--- config.mk ---
export PLATFORM = sky130hd
export DESIGN_NAME = fp_hazard_ctrl
export DESIGN_NICKNAME = d
export VERILOG_FILES = /design/src/rtl/fp_hazard_ctrl.sv
export SDC_FILE = /design/constraint.sdc
export NUM_CORES = 1
export LEC_CHECK = 0
export ABC_CLOCK_PERIOD_IN_PS = 1800
export BUFFER_PORTS_ARGS = -buffer_cell sky130_fd_sc_hd__buf_2
export CORE_ASPECT_RATIO = 1.2
export CORE_UTILIZATION = 44
export CTS_CLUSTER_SIZE = 20
export DETAILED_ROUTE_END_ITERATION = 8
export GPL_TIMING_DRIVEN = 0
export HOLD_SLACK_MARGIN = 0.12
export PLACE_DENSITY = 0.75
export SYNTH_ARGS = -nofsm -noshare
export SYNTH_HDL_FRONTEND = slang
export SYNTH_SLANG_ARGS = --single-unit
--- constraint.sdc ---
create_clock -name clk -period 1.8 [get_ports clk]
set_input_delay 0.18 -clock clk [delete_from_list [all_inputs] [get_ports clk]]
set_output_delay 0.18 -clock clk [all_outputs]
set_load 0.005 [all_outputs]
--- src/rtl/fp_hazard_ctrl.sv ---
// Hazard controller for a pipeline with a multi-cycle FP unit in EX.
// Merges load-use stalls, branch flushes and FP occupancy stalls into one set of pipeline controls.
module fp_hazard_ctrl #(
    parameter int LAT_W = 3,
    parameter int CNT_W = 16
) (
    input  logic             clk,
    input  logic             reset,
    input  logic [4:0]       Rs1D,
    input  logic [4:0]       Rs2D,
    input  logic [4:0]       RdE,
    input  logic             ResultSrcE0,
    input  logic             PCSrcE,
    input  logic             FPOpE,
    input  logic [LAT_W-1:0] FPLatE,
    output logic             StallF,
    output logic             StallD,
    output logic             StallE,
    output logic             FlushD,
    output logic             FlushE,
    output logic             FlushM,
    output logic             FPStart,
    output logic             FPBusy,
    output logic             FPResultValid,
    output logic [CNT_W-1:0] StallCount
);

    typedef enum logic {IDLE = 1'b0, RUN = 1'b1} state_t;

    state_t           state_q, state_d;
    logic [LAT_W-1:0] cnt_q, cnt_d;
    logic [CNT_W-1:0] stall_cnt_q;
    logic [LAT_W-1:0] lat_eff;
    logic             lw_stall;

    assign lw_stall = ResultSrcE0 && (RdE != 5'd0) && ((Rs1D == RdE) || (Rs2D == RdE));
    assign lat_eff  = (FPLatE == '0) ? LAT_W'(1) : FPLatE;

    // FP handshake: FPStart is a single-cycle pulse issued only from IDLE when the op
    // enters EX; FPResultValid is asserted for exactly one cycle, the op's last in EX.
    // Neither waits on a ready: the FP unit is assumed always able to accept and deliver.
    always_comb begin
        state_d       = state_q;
        cnt_d         = cnt_q;
        StallF        = 1'b0;
        StallD        = 1'b0;
        StallE        = 1'b0;
        FlushD        = 1'b0;
        FlushE        = 1'b0;
        FlushM        = 1'b0;
        FPStart       = 1'b0;
        FPBusy        = 1'b0;
        FPResultValid = 1'b0;
        if (!reset) begin
            case (state_q)
                IDLE: begin
                    if (FPOpE) begin
                        // FP takes priority over load-use; a load cannot also be an FP op
                        FPStart = 1'b1;
                        if (lat_eff == LAT_W'(1)) begin
                            FPResultValid = 1'b1;
                        end else begin
                            StallF  = 1'b1;
                            StallD  = 1'b1;
                            StallE  = 1'b1;
                            FlushM  = 1'b1;
                            cnt_d   = lat_eff - LAT_W'(2);
                            state_d = RUN;
                        end
                    end else begin
                        if (lw_stall) begin
                            StallF = 1'b1;
                            StallD = 1'b1;
                            FlushE = 1'b1;
                        end
                        if (PCSrcE) begin
                            FlushD = 1'b1;
                            FlushE = 1'b1;
                        end
                    end
                end
                RUN: begin
                    FPBusy = 1'b1;
                    if (cnt_q != '0) begin
                        StallF = 1'b1;
                        StallD = 1'b1;
                        StallE = 1'b1;
                        FlushM = 1'b1;
                        cnt_d  = cnt_q - LAT_W'(1);
                    end else begin
                        FPResultValid = 1'b1;
                        state_d       = IDLE;
                    end
                end
                default: state_d = IDLE;
            endcase
        end
    end

    always_ff @(posedge clk) begin
        if (reset) begin
            state_q     <= IDLE;
            cnt_q       <= '0;
            stall_cnt_q <= '0;
        end else begin
            state_q <= state_d;
            cnt_q   <= cnt_d;
            if (StallF && (stall_cnt_q != '1)) begin
                stall_cnt_q <= stall_cnt_q + CNT_W'(1);
            end
        end
    end

    assign StallCount = reset ? '0 : stall_cnt_q;

endmodule
==> results of run 1 <==
-- worst min-delay path: stages --
cell and delay, ns:
buf_2 0.09, nand4b_1 0.08, a31oi_1 0.07
-- cells by family (layout without fill, tap and decap cells) --
group / count (synthesis) / after routing / share of synthesized area [%]
AND/OR/NAND/NOR: 85 / 85 / 35.9
XOR/XNOR: 11 / 11 / 7.10
AO/OA/AOI/OAI: 35 / 35 / 16.8
buffers and inverters: 17 / 88 / 6.00
multiplexers: 2 / 2 / 1.94
flip-flops: 20 / 20 / 29.5
adder cells (fa/ha/maj): 3 / 3 / 2.77
-- power by group through the flow --
stage	sequential (uW)	combinational (uW)	clock [uW]
after floorplan	477	142	0
after global placement	479	215	0
after detailed placement	479	218	0
final	474	345	270
after global routing	476	379	295
after CTS	473	320	279
-- area by class of cell --
cell class | instances | area share (%)
Timing Repair Buffer | 68 | 20.0
Clock buffer | 4 | 1.84
Multi-Input combinational cell | 136 | 50.0
Tap cell | 34 | 2.16
Buffer | 8 | 2.93
Sequential cell | 20 | 21.6
Inverter | 8 | 1.53
-- flip-flops by register name, indices dropped and copies added (netlist names) --
signal / count
state_q: 1
stall_cnt_q: 16
cnt_q: 3
-- path summary, 6_finish.rpt --
kind	slack (ns)	to	depth (start not counted)
setup / recovery	-0.08	stall_cnt_q[1]	6
hold / removal	0.15	cnt_q[0]	3
setup reg to reg	-0.08	stall_cnt_q[1]	6
hold reg to reg	0.49	cnt_q[0]	2
-- placed cells by master, fill, tap and decap left out, drive strengths merged, types with 8 or more instances in the layout --
| master | Yosys | final |
|---|---|---|
| o21ai | 8 | 8 |
| xnor2 | 11 | 11 |
| nor2 | 13 | 13 |
| buf | 6 | 73 |
| inv | 8 | 8 |
| nor2b | 17 | 17 |
| a21oi | 11 | 11 |
| nand2 | 14 | 14 |
| dfxtp | 20 | 20 |
| nand3 | 9 | 9 |
-- routing by layer --
layer | vias to the layer above | GRT usage [%]
li1 | 760 | -
met5 | - | 0
met2 | 52 | 41.0
met3 | 8 | 4.14
met4 | 0 | 6.91
met1 | 689 | 25.1
-- per-stage QoR --
stage	util, %	instances	hold slack (ns)
finish	68.7	278	0.152
global route	68.7	278	0.161
CTS	66.4	276	0.150
detailed placement	57.4	254	0.470
global placement	57.4	254	0.456
floorplan	-	173	0.369
-- repair_timing --
action	in CTS	in global routing
setup endpoints to repair	23	20
setup buffers	18	3
gates cloned	1	0
resized for setup	27	19
pin swaps	10	13
==> impl.org, run 1 <==
** Layout
- Fraction of layout cells with a size suffix above 1 :: between 40% and 50%
- Final std cell area, no fill :: 1970 sq um
- The area growth from synthesis to layout is 45.0%.
- Fillers :: 259
- Nets@finish :: 271
- Area occupied by registers :: 424 sq um
- Area of the multi-input gates :: 983 sq um
- 0 antenna diodes ended up in the layout.

** Floorplan
- The initialized floorplan defines 21 standard-cell rows.
- Die extent in y :: around 63 um
- The die covers between 3000 and 4000 sq um.
- Number of top-level pins :: 48
- Once the floorplan was initialized, standard cells occupied 47.4% of the core.
- The total area inside the core boundary comes to 2860 sq um.
- Horizontal die dimension :: 52.7 um

** Setup path
- Max stage delay on crit path :: between 0.4 and 0.5 ns
- The kind of cell with the highest combined delay along the critical path is simple AND/OR/NAND/NOR gates.
- On the critical path, the stage with the largest delay is an instance of nor4_4.
- Tracing the worst setup path back leads to its startpoint at stall_cnt_q[7].
- The worst setup path is of the reg -> reg kind.
- The worst setup path is captured at a register.
- Required time worst endpoint :: 2.01 ns
- Counting both buffers and inverters, the worst setup path holds a total of 1.
- Walking the worst path, the cells encountered are nand4_1 > nor4_4 > nor3_2 > a21oi_4 > buf_4 > mux2_1.
- Data arrives at the worst endpoint at 2.09 ns.
- Reg-to-reg startpoint :: stall_cnt_q[7]
- Critical-path maximum fanout :: 5
- Setup crit start kind :: register

** Routing
- Dividing the detail-routed wire length by the instance count gives 13.5 um.
- The routed design uses 1.94 mm of met2 wire.
- Metal-1 WL :: 1.55 mm
- After detailed routing, the total wire length is 3.75 mm.
- Via density :: 5.43
- Routed signal wires occupy layers up through met4.
- Antenna Nets Post-Route :: 0
- For this block, the via count after detailed routing is 1509.
- After the first detailed-routing iteration, the DRC count stood at 19.
- Met3 routed WL :: 194 um
- For this run, design rule violations remaining after detail routing come to 0.
- The pre-antenna-repair detailed-routing pass consisted of 4 iterations.

** Power and ir drop
- Sequential cells account for 43.5% of the total power.
- In this run the power density over the cells is 554 nW/um^2.
- The clock network accounts for 24.8% of the total power.
- Overall power consumption after layout is estimated at 1090 uW.
- Net switching fraction of the power :: slightly below 30%
- In this run the static leakage power is 0.000836 uW.
- Per report_power, the combinational group accounts for around a third of the total.
- The internal portion of the total power is 772 uW.
- VDD IR max :: 0.535 mV
- Net switching power of the design :: around 320 uW

** Place
- Half-perimeter wire length of the detailed placement result :: 2.34 mm
- GP Congestion :: ~0.8
- During placement, the flow inserted port buffers numbering 47.
- OpenSTA, run right after detailed placement, puts the worst setup slack at -0.292 ns.
- The placed instances occupy a cell area of 1640 sq um.

** Clocking
- Maximum level of the CTS H-tree :: 1
- Number of buffers created by CTS :: 3
- Clock-pin slew was measured on the worst setup and hold paths at roughly 0.12 ns.
- Clock tree synthesis selected as its root buffer the cell clkbuf_4.
- The clock drives 20 sinks.
- The clock passes through at most 2 buffers.
- CTS tree :: yes
- For the worst-skew pair, the clock arrives at the later sink with an insertion delay of a little over 0.3 ns.
- Number of buffers added to fix hold violations after cts :: 0

** GRT
- The number of antenna violations at the first check in global routing is 0.
- GR Util All Layers :: between 20% and 30%
- Wire length of the first global-routing pass :: 5.74 mm
- Total congestion overflow :: 0
- Entering global routing, the biggest net connects 20 pins.
- The number of global-route vias before repair is about 1.4k.

** Timing
- Setup repair after global routing could not meet its margin everywhere.
- For this run, the top clock speed supported by timing is 532 MHz.
- The worst pin sits at a relative slew slack of 70.3%.
- The max-slew violation total from the final report is 0.
- Final critical-path required period :: around 1.9 ns
- At the pin with the least slew margin, the transition time is roughly 0.45 ns.
- Final worst path period share :: 104%
- Setup violation total in the final timing report :: 4
- Largest clock skew in the final design :: 0.00296 ns
- Sum of negative setup slack :: -0.213 ns
- The final count of hold timing violations was 0.
- In the post-route analysis, the smallest setup slack over all paths is -0.0795 ns.

** Status
- The final reports fail on negative setup slack.
- The run finished, with violations left.

** Synth
- The cell area that synthesis handed to floorplanning was 1360 sq um.
- Count of flip-flops with a built-in enable after synthesis :: 0
- The synthesized design contains 20 register bits.
- Dominant synthesized flop cell :: dfxtp_1
- Syn avg cell area :: 7.84 sq um
- Among all cell types in the netlist, the one instantiated most often is dfxtp_1.
- Top cells by count, synth :: dfxtp_1, nor2b_1, nand2_1, nor2_1, xnor2_1
- Synthesis instantiated 43 different standard cells from the library.
- Counting flops with an async set or reset pin after synthesis yields a share of 0%.
- Synthesized netlist net count :: 199
- The Yosys step of the flow raised 0 warnings.
- Post-synthesis cell type with the largest combined area :: dfxtp_1
- Syn Inst Count :: approximately 170
- Leading post-synthesis cells by cell area :: dfxtp_1, nor2b_1, xnor2_1
- Summing the sequential cell areas from Yosys gives just under 30% of the chip area.
- Fraction of post-synthesis cell area in the top cell type by area :: 29.5%

** Hold path
- Type of the tightest min-delay check :: in -> reg
- Worst hold path startpoint :: FPLatE[0]

** Run
- Maximum Capacitance Violations :: 0
No activity file was read; power rests on OpenSTA's default activity.
==> inputs of run 2 (changes only) <==
Settings changed: CORE_UTILIZATION 44 to 46, CTS_BUF_LIST set to sky130_fd_sc_hd__clkbuf_4, PLACE_DENSITY 0.75 to 0.78.
==> impl.org, run 2 (synthesis results as in run 1) <==
** Layout
- Most frequent cells in the layout :: buf_2, buf_4, nor2b_1, nand2_1
- Commonest non-fill, non-tap cell in the layout :: buf_2
- From synthesis to final layout, the design area changed by 42.8%.
- Fraction of layout cells with a size suffix above 1 :: 45.5%
- Nets@finish :: 270
- Leading registers by flop count :: stall_cnt_q: 16 flops, cnt_q: 3 flops, state_q: 1 flops
- The register with the most flip-flops in the layout has 16 of them.
- stall_cnt_q holds more flip-flops than any other register.
- Summing all non-filler instances in the final layout gives an area of 1940 sq um.
- Antenna fix cells :: 0

** Floorplan
- Site Rows :: 21
- Once the floorplan was initialized, standard cells occupied 48.7% of the core.
- Pin placement for this block handled 48 I/O pins.
- Die extent in y :: slightly above 60 um
- Floorplan die area :: around 3200 sq um
- Horizontal die dimension :: 51.6 um
- Total core area :: 2790 sq um

** Routing
- After detailed routing, the total wire length is 3.84 mm.
- Before antenna repair, the detailed router went through 5 iterations.
- Dividing the detail-routed wire length by the instance count gives 13.9 um.
- After detailed routing, the number of remaining DRC violations is 0.
- Total via count after detailed routing :: 1536
- After the first detailed-routing iteration, the DRC count stood at 50.
- Via density :: 5.57
- Antenna Nets Post-Route :: 0

** Timing
- Final critical-path required period :: between 1.5 and 2 ns
- Setup violations remaining at the end of the flow were counted as 3.
- Count of final hold-check violations :: 0
- At the pin with the least slew margin, the transition time is approximately 0.52 ns.
- Measured against its own limit, the worst slew margin works out to 65.5%.
- Pins Over Slew Limit :: 0
- Once routing completed, OpenROAD measured the worst setup slack at -0.0498 ns.
- Sum of negative setup slack :: -0.110 ns
- Setup repair after global routing missed its margin :: true
- Final worst path period share :: 103%
- Achievable frequency :: roughly 540 MHz
- The clock arrives with 0.00254 ns of skew.

** Clocking
- Buffers inserted to repair hold after CTS numbered 0.
- The longest clock path from root to sink contains 2 buffers.
- CTS built an H-tree with a depth of 1.
- Number of buffers created by CTS :: 3
- Clock edge transition at the registers on the reported setup and hold paths :: between 0.1 and 0.15 ns
- The tree is rooted in a clkbuf_4.
- Total number of clock tree sinks :: 20
- CTS tree :: yes
- Clock latency on the worst-skew pair, taken at its later pin, is 0.31 ns.

** Place
- Before CTS, the worst setup slack after placement is -0.297 ns.
- At the end of routability-driven placement, the weighted congestion stood at 0.781.
- In this run the tool buffered the top-level ports with 47 buffer cells.
- Summing all placed instances gives a cell area of 1640 sq um.
- The wire-length estimate of the detail-placed layout is 2.46 mm.

** Setup path
- Cell with the biggest individual delay on the critical path :: nor4_4
- In this run the worst path has a maximum fanout of 5.
- Walking the worst path, the cells encountered are nand4_1 > nor4_4 > nor3_2 > a21oi_4 > buf_4 > mux2_1.
- Required time worst endpoint :: 2.01 ns
- Max stage delay on crit path :: 0.41 ns
- Setup crit start kind :: register
- Capturing element type of the critical path :: register
- Endpoint arrival time on the critical path :: 2.06 ns
- Start-to-end type of the worst setup path :: reg -> reg

** Power and ir drop
- Sum of internal, switching and leakage power :: 1050 uW
- Pleak :: 0.000832 uW
- Ratio of total power to cell area :: 543 nW/um^2
- VDD IR max :: 0.466 mV

** GRT
- Maximum number of pins on one net before global-route repair :: 11
- Global routing used 24.5% of the available tracks.
- Global routing finished with a remaining overflow of 0.
- Antenna violations before repair :: 0
- Wire length of the first global-routing pass :: 5.88 mm
- The number of global-route vias before repair came to about 1.3k.

** Hold path
- The worst hold path belongs to the class in -> reg.

** Run
- Maximum Capacitance Violations :: 0

** Status
- The run finished, with violations left.
- The final reports fail on negative setup slack.
[run 2: cell types whose count changed in the layout (fill, tap and decap cells not counted), sizes merged]
| cell | previous run | this run |
|---|---|---|
| buf | 73 | 71 |
[run 2: timing repair]
item | CTS | global route
pin swaps | 12 | 7
endpoints found under the setup margin | 23 | 21
cloned | 1 | 0
gates resized for setup | 31 | 13
setup buffers | 16 | 2
[run 2: per-stage QoR]
| stage | util [%] | instances | hold slack (ns) |
|---|---|---|---|
| after floorplan | - | 173 | 0.369 |
| after global placement | 59.0 | 254 | 0.454 |
| after detailed placement | 59.0 | 254 | 0.471 |
| after CTS | 67.5 | 274 | 0.157 |
| after global routing | 69.5 | 276 | 0.172 |
| final | 69.5 | 276 | 0.146 |
[run 2: power breakdown]
group / switching (uW) / total, uW / internal (uW)
logic: 158 / 351 / 193
registers: 15.6 / 473 / 457
clock network: 150 / 228 / 78.4
[run 2: cell type report]
cell class | instances | area (sq um)
Sequential cell | 20 | 424
Buffer | 9 | 63.8
Tap cell | 34 | 42.5
Fill cell | 250 | 848
Clock buffer | 3 | 22.5
Timing Repair Buffer | 66 | 378
Multi-Input combinational cell | 136 | 976
Inverter | 8 | 30.0
[run 2: per-layer routing]
| metal | global-route usage (%) | part of all wire, % |
|---|---|---|
| met2 | 47.1 | 51 |
| met4 | 5.79 | 0.65 |
| met1 | 27.6 | 41 |
| met3 | 4.69 | 6.7 |
| met5 | 0 | 0 |
[run 2: final timing paths]
check	startpoint	cells past startpoint	slack, ns	to
max reg2reg	stall_cnt_q[13]	6	-0.05	stall_cnt_q[1]
max	stall_cnt_q[13]	6	-0.05	stall_cnt_q[1]
min	FPLatE[0]	3	0.15	cnt_q[0]
min reg2reg	cnt_q[0]	2	0.48	cnt_q[0]
[run 2: critical path, delay by kind of cell (launching register included)]
family          cells  cell delay, ns
compound gates      1            0.19
flops               1            0.38
simple gates        3            0.70
mux                 1            0.31
buf+inv             1            0.17
